==> src/rtl/io_host_bridge.sv <==
// Host byte-stream to I/O bus master: decodes framed read/write commands,
// issues single-cycle bus strobes and returns read data or a write ack.
module io_host_bridge #(
    parameter int         ADDR_W = 16,
    parameter logic [7:0] CMD_WR = 8'h57,
    parameter logic [7:0] CMD_RD = 8'h52,
    parameter logic [7:0] ACK    = 8'h4B
) (
    input  logic              clk,
    input  logic              reset,
    input  logic [7:0]        rx_data,
    input  logic              rx_valid,
    output logic              rx_ready,
    output logic [7:0]        tx_data,
    output logic              tx_valid,
    input  logic              tx_ready,
    output logic              io_rd,
    output logic              io_wr,
    output logic [ADDR_W-1:0] io_addr,
    output logic [15:0]       io_dout,
    input  logic [15:0]       io_din,
    output logic              busy,
    output logic [7:0]        err_cnt
);

    typedef enum logic [3:0] {
        IDLE, ADDR_H, ADDR_L, DATA_H, DATA_L,
        EXEC, RESP_H, RESP_L, ACKS
    } state_t;

    state_t      state_q, state_n;
    logic        op_wr_q, op_wr_n;
    logic [15:0] addr_q, addr_n;
    logic [15:0] data_q, data_n;
    logic [7:0]  rd_lo_q;
    logic [7:0]  err_n;
    logic        rx_fire, tx_fire;

    assign rx_fire = rx_valid & rx_ready;
    assign tx_fire = tx_valid & tx_ready;

    always_comb begin
        state_n = state_q;
        op_wr_n = op_wr_q;
        addr_n  = addr_q;
        data_n  = data_q;
        err_n   = err_cnt;
        unique case (state_q)
            IDLE: if (rx_fire) begin
                if (rx_data == CMD_WR) begin
                    state_n = ADDR_H;
                    op_wr_n = 1'b1;
                end else if (rx_data == CMD_RD) begin
                    state_n = ADDR_H;
                    op_wr_n = 1'b0;
                end else if (err_cnt != 8'hFF) begin
                    err_n = err_cnt + 8'd1;
                end
            end
            ADDR_H: if (rx_fire) begin
                addr_n[15:8] = rx_data;
                state_n      = ADDR_L;
            end
            ADDR_L: if (rx_fire) begin
                addr_n[7:0] = rx_data;
                state_n     = op_wr_q ? DATA_H : EXEC;
            end
            DATA_H: if (rx_fire) begin
                data_n[15:8] = rx_data;
                state_n      = DATA_L;
            end
            DATA_L: if (rx_fire) begin
                data_n[7:0] = rx_data;
                state_n     = EXEC;
            end
            EXEC:   state_n = op_wr_q ? ACKS : RESP_H;
            RESP_H: if (tx_fire) state_n = RESP_L;
            RESP_L: if (tx_fire) state_n = IDLE;
            ACKS:   if (tx_fire) state_n = IDLE;
            default: state_n = IDLE;
        endcase
    end

    // Outputs are registered from the next state so they align with it.
    always_ff @(posedge clk) begin
        if (reset) begin
            state_q  <= IDLE;
            op_wr_q  <= 1'b0;
            addr_q   <= '0;
            data_q   <= '0;
            rd_lo_q  <= '0;
            err_cnt  <= '0;
            rx_ready <= 1'b1;
            busy     <= 1'b0;
            io_rd    <= 1'b0;
            io_wr    <= 1'b0;
            io_addr  <= '0;
            io_dout  <= '0;
            tx_valid <= 1'b0;
            tx_data  <= '0;
        end else begin
            state_q  <= state_n;
            op_wr_q  <= op_wr_n;
            addr_q   <= addr_n;
            data_q   <= data_n;
            err_cnt  <= err_n;
            rx_ready <= state_n inside {IDLE, ADDR_H, ADDR_L, DATA_H, DATA_L};
            busy     <= state_n != IDLE;
            io_wr    <= (state_n == EXEC) && op_wr_n;
            io_rd    <= (state_n == EXEC) && !op_wr_n;
            tx_valid <= state_n inside {RESP_H, RESP_L, ACKS};
            if (state_n == EXEC) begin
                io_addr <= addr_n[ADDR_W-1:0];
                if (op_wr_n) io_dout <= data_n;
            end
            if (state_q == EXEC) begin
                rd_lo_q <= io_din[7:0];
                tx_data <= op_wr_q ? ACK : io_din[15:8];
            end else if (state_q == RESP_H && tx_fire) begin
                tx_data <= rd_lo_q;
            end
        end
    end

endmodule

==> config.mk <==
export PLATFORM = sky130hd
export DESIGN_NAME = io_host_bridge
export DESIGN_NICKNAME = d
export VERILOG_FILES = /design/src/rtl/io_host_bridge.sv
export SDC_FILE = /design/constraint.sdc
export NUM_CORES = 1
export LEC_CHECK = 0
export ABC_AREA = 1
export CAP_MARGIN = 20
export CORE_ASPECT_RATIO = 1.1
export CORE_MARGIN = 1.5
export CORE_UTILIZATION = 52
export CTS_CLUSTER_SIZE = 14
export DETAILED_ROUTE_END_ITERATION = 10
export GPL_TIMING_DRIVEN = 1
export PLACE_DENSITY = 0.8
export SYNTH_ARGS = -nofsm -noshare
export SYNTH_HDL_FRONTEND = slang
export SYNTH_SLANG_ARGS = --single-unit
==> constraint.sdc <==
create_clock -name clk -period 2.2 [get_ports clk]
set_clock_uncertainty 0.2 [all_clocks]
set_input_delay 0.44 -clock clk [delete_from_list [all_inputs] [get_ports clk]]
set_output_delay 0.44 -clock clk [all_outputs]
set_load 0.01 [all_outputs]
== Yosys cells after proc, flatten, opt, wreduce, memory -nomap -nowiden ==
Cells that the tools add are included.

* Reduce and logical (&&, ||, !) cells: 13
* Bitwise gates (word level): 4
* Add/sub/neg operators: 1
* Muxes and demuxes: 27
* Equality and inequality tests: 19

{| class="wikitable"
|+ Operator list
! operator !! count
|-
| $mux 8 || 11
|-
| $mux 4 || 10
|-
| $eq 4x3->1 const B || 8
|-
| $pmux 4 s8 || 1
|-
| $eq 4x2->1 const B || 4
|-
| $eq 8x7->1 const B || 2
|-
| $add 8x1->8 const B || 1
|-
| $eq 4x1->1 const B || 2
|-
| $eq 4x4->1 const B || 2
|-
| $logic_not 4->1 || 2
|-
| $ne 8x8->1 const B || 1
|-
| $reduce_and 5->1 || 1
|-
| $reduce_bool 5->1 || 1
|-
| $mux 1 || 4
|-
| $reduce_bool 4->1 || 1
|-
| $logic_and 1x1->1 || 3
|-
| $mux 3 || 1
|-
| $reduce_bool 3->1 || 1
|-
| $and 1x1->1 || 2
|-
| $not 1->1 || 2
|-
| $reduce_and 2->1 || 1
|-
| $reduce_bool 2->1 || 1
|-
| $reduce_or 2->1 || 1
|-
| $logic_not 1->1 || 1
|}

* Register bits after elaboration: 98
* Output and inout bits: 53
* Word-level logic and storage cells: 78

== Depth between registers and ports, before layout ==
* Word-level depth: 7
* Depth in mapped cells: 15
* Mapped depth without buffers: 13

== Worst setup path after synthesis ==
No wires, ideal clock.

* Path kind: input port to flip-flop
* From: input port rx_valid
* To: register io_addr[15]
* Buffers on the path: 1
* Path slack: 0.300 ns
* Setup time: 0.116 ns
* Data arrival time: 1.584 ns
* Stages: 11
* Cell sequence: nand2_2 inv_2 nand3_2 nand2_1 nor2_2 nand3_4 nand2_4 inv_4 buf_6 nor2_1 nor2_1

* Word-level cells in the longest chain between the ends: 4
* Elaborated cells on any way between the ends: 10

{| class="wikitable"
|+ Ends and longest elaborated chain
! what !! RTL line !! RTL
|-
| start: declaration || 12 || <nowiki>input logic rx_valid,</nowiki>
|-
| $and 1x1->1 * || 39 || <nowiki>assign rx_fire = rx_valid & rx_ready;</nowiki>
|-
| $mux 4, on equally long branches || n/a ||
|-
| $pmux 4 s8 || 48 || <nowiki>unique case (state_q)</nowiki>
|-
| $eq 4x3->1 || 112 || <nowiki>if (state_n == EXEC) begin</nowiki>
|-
| end signal: assignment || 113 || <nowiki>io_addr <= addr_n[ADDR_W-1:0];</nowiki>
|-
| end: declaration || 19 || <nowiki>output logic [ADDR_W-1:0] io_addr,</nowiki>
|}

Mark *: on every way between the ends. The rest lies on a longest branch, timed or not.
A chain may end at the register's enable or synchronous reset.

== Final worst setup path ==
* From: input port rx_data[0]
* To: register io_addr[8]

* Word-level cells in the longest chain between the ends: 6
* Elaborated cells on any way between the ends: 9

{| class="wikitable"
|+ Ends and longest elaborated chain
! what !! RTL line !! RTL
|-
| start: declaration || 11 || <nowiki>input logic [7:0] rx_data,</nowiki>
|-
| $eq 8x7->1 || 53 || <nowiki>end else if (rx_data == CMD_RD) begin</nowiki>
|-
| $mux 4 || 53 ||
|-
| $mux 4 || 50 || <nowiki>if (rx_data == CMD_WR) begin</nowiki>
|-
| $mux 4 || 49 || <nowiki>IDLE: if (rx_fire) begin</nowiki>
|-
| $pmux 4 s8 || 48 ||
|-
| $eq 4x3->1 || 112 ||
|}

Several ways; a longest one is shown, not always the timed one.

==> out/metrics.csv <==
stage,metric,value,unit
layout,nNetsFinal,726,
layout,final_layout_size_suffix_gt1_frac,0.168,
placed_design,io_buffers,80,
pwr,power.switching,0.724,mW
clock_network,insertion_delay,0.36,ns
synthesis,synth_area_leaders,"dfxtp_1 46%, nand2_1 11%, nor2_1 9.2%",
synthesis,synth_largest_area_cell,dfxtp_1,
setup_path,startpoint,rx_data[0],
setup_path,start_kind,input port,
placed_design,routabilityCongestion,0.837,
layout,layout_commonest_cell,nand2_1,
sta,hold_violations,0,
grt,grt_pass1_vias,3923,
sta,slew_violations,0,
clock_network,cts_setup_buffers,0,
route,wl,10200,um
flow_run,max-cap-violations,0,
sta,relSlewSlack,0.707,
hold_path,hold_path_depth,2,
floorplan,die-area,8730,um2
setup_path,r2r_end,io_addr[8],
hold_path,hold_start,reset,
placed_design,preCtsSetupSlack,-0.300,ns
clock_network,cts_tree,built,
setup_path,cp_max_fo,6,
synthesis,syn_avg_cell_area,7.36,um2
route,vias,4026,
clock_network,cts-htree-levels,3,
floorplan,fp.dieH,97.8,um
pwr,power.leakage,2.46,nW
synthesis,syn_area,4250,um2
clock_network,cts_buffers,9,
grt,grt_pass1_wl,17000,um
pwr,p_per_area,585,nW/um2
pwr,p_total,3.34,mW
route,drt_first_iter_violations,247,
floorplan,coreArea,7910,um2
clock_network,clk_pin_slew,0.09,ns
layout,final_cell_mix,"123 x nand2_1, 104 x nor2_1, 98 x dfxtp_1, 79 x clkdlybuf4s50_1, 59 x inv_1",
setup_path,reg2reg_from,state_q[0],
setup_path,arrival,2.17,ns
setup_path,reg2reg_depth,12,
route,detail_route.vias_per_cell,4.98,
layout,fillers,678,
floorplan,num_rows,34,
clock_network,cts_root_buf,clkbuf_8,
synthesis,synthCells,578,
sta,layout_min_cycle_time,2.11,ns
layout,area_delta_synth_final,34.4,%
route,first_pass_iters,4,
pwr,power_frac_comb,0.056,
floorplan,start_util,0.537,
synthesis,yosysTopAreaCellShare,0.461,
clock_network,clockBufferDepth,2,
hold_path,hp-class,input port to flop,
floorplan,die_x,89.2,um
setup_path,path_class,input port to flop,
pwr,p_int,2.62,mW
route,drc,0,
synthesis,yosysSeqAreaShare,0.461,
grt,grt_util_all_layers,0.248,
placed_design,hpwl,7560,um
sta,grt_setup_unrepaired,true,
route,drt.antenna.violating_nets,0,
clock_network,cts.sinks,98,
sta,setup_slack,0.0893,ns
pwr,swShare,0.216,
setup_path,crit_path_end_kind,flop,
outcome,status,completed,
synthesis,ys_types,36,
sta,max_freq,474,MHz
grt,gr-total-overflow,0,
floorplan,num_io_pins,81,
setup_path,rrSetupSlack,0.15,ns
synthesis,synth_warnings,0,
setup_path,cp_data_required_time,2.26,ns
grt,grt_max_degree,44,
sta,tightest_slew,0.439,ns
pwr,ir_worst_vdd,0.367,mV
pwr,power_frac_seq,0.533,
grt,antenna_found_initial,0,
sta,period_share,0.959,
route,routedWlPerCell,12.6,um
synthesis,synth-seq-cells,98,
pwr,clkPwrFrac,0.411,
hold_path,hold_end,rd_lo_q[7],
sta,setup_viol,0,
synthesis,synth_fp_nets,607,
layout,n_antenna_cell,0,
-- metal layers --
layer,vias up,part of all wire,track usage
met5,-,0,0
met2,88,0.51,0.443
met1,1866,0.43,0.294
met3,19,0.034,0.0321
li1,2053,-,-
met4,0,0.021,0.0970
-- worst max path at each step --
stage | end | slack, ns | depth (start not counted)
after global routing | io_addr[8] | -0.02 | 11
after CTS | io_addr[15] | 0.05 | 11
final | io_addr[8] | 0.09 | 11
after floorplan | io_addr[15] | 0.30 | 11
after global placement | io_rd | -0.27 | 10
after detailed placement | io_rd | -0.30 | 10
-- power by group through the flow --
stage          combinational (mW)  clock (mW)  sequential [mW]
2_1_floorplan              0.0684           0             1.82
3_5_place_dp                0.184           0             1.82
4_1_cts                     0.186        1.40             1.78
5_1_grt                     0.201        1.48             1.78
3_3_place_gp                0.181           0             1.82
6_report                    0.187        1.38             1.78
-- what timing repair did --
| item | in CTS | in global routing |
|---|---|---|
| gates resized for setup | 0 | 6 |
| setup endpoints to repair | 0 | 15 |
| hold buffers | 0 | 0 |
| hold endpoints to repair | 0 | 0 |
-- sequential cells by signal, summed over array words and instances, names as in the netlist --
signal	flops
addr_q	16
io_rd	1
tx_valid	1
tx_data	8
data_q	16
rx_ready	1
io_dout	16
op_wr_q	1
err_cnt	8
io_addr	16
state_q	4
io_wr	1
busy	1
rd_lo_q	8
-- cell families after synthesis --
logic type,Yosys count,synth area share
fa+ha+maj,1,0.00294
buf+inv,90,0.0886
xor+xnor,3,0.00618
simple gates,295,0.320
compound gates,91,0.121
flops,98,0.461
-- layout make-up --
class | instances | area, um2 | share of cell area
Sequential cell | 98 | 1960 | 0.343
Multi-Input combinational cell | 390 | 1920 | 0.337
Timing Repair Buffer | 130 | 1200 | 0.209
Inverter | 68 | 260 | 0.0455
Tap cell | 108 | 135 | 0.0236
Clock buffer | 9 | 124 | 0.0217
Clock inverter | 6 | 114 | 0.0199
-- metrics by stage --
stage	hold WS [ns]	cell area [um2]	TNS, ns	instances	util
after floorplan	0.246	4250	0	578	-
after global placement	0.254	5460	-8.28	794	0.691
after detailed placement	0.267	5460	-10.47	794	0.691
after CTS	0.177	5700	0	809	0.721
after global routing	0.201	5720	-0.0789	809	0.722
final	0.193	5720	0	809	0.722
-- cells in the mapped netlist --
library cell,instances
a21oi_1,29
a31oi_1,10
buf_1,1
buf_2,2
buf_4,3
buf_6,3
clkbuf_1,13
clkinv_1,1
dfxtp_1,98
ha_1,1
inv_1,60
inv_2,6
inv_4,1
nand2_1,124
nand2_2,12
nand2_4,2
nand3_1,14
nand3_2,2
nand3_4,3
nand4_1,10
nor2_1,104
nor2_2,5
nor2_4,6
nor2_8,1
nor3_1,3
nor3_4,1
nor3b_1,1
o21a_1,4
o21ai_0,41
o21ai_1,1
o22ai_1,4
o22ai_4,1
o31ai_4,1
or2_2,7
xnor2_1,1
xor2_1,2
-- critical path: stages --
cell	delay [ns]
clkdlybuf4s50_1	0.55
nand2_1	0.08
nor2_1	0.18
nand2_2	0.12
nor2_1	0.14
nor2_2	0.07
nand3_4	0.12
nand2_4	0.09
buf_4	0.16
o21ai_0	0.14
nor2_1	0.07
(Power assumes the default switching activity.)
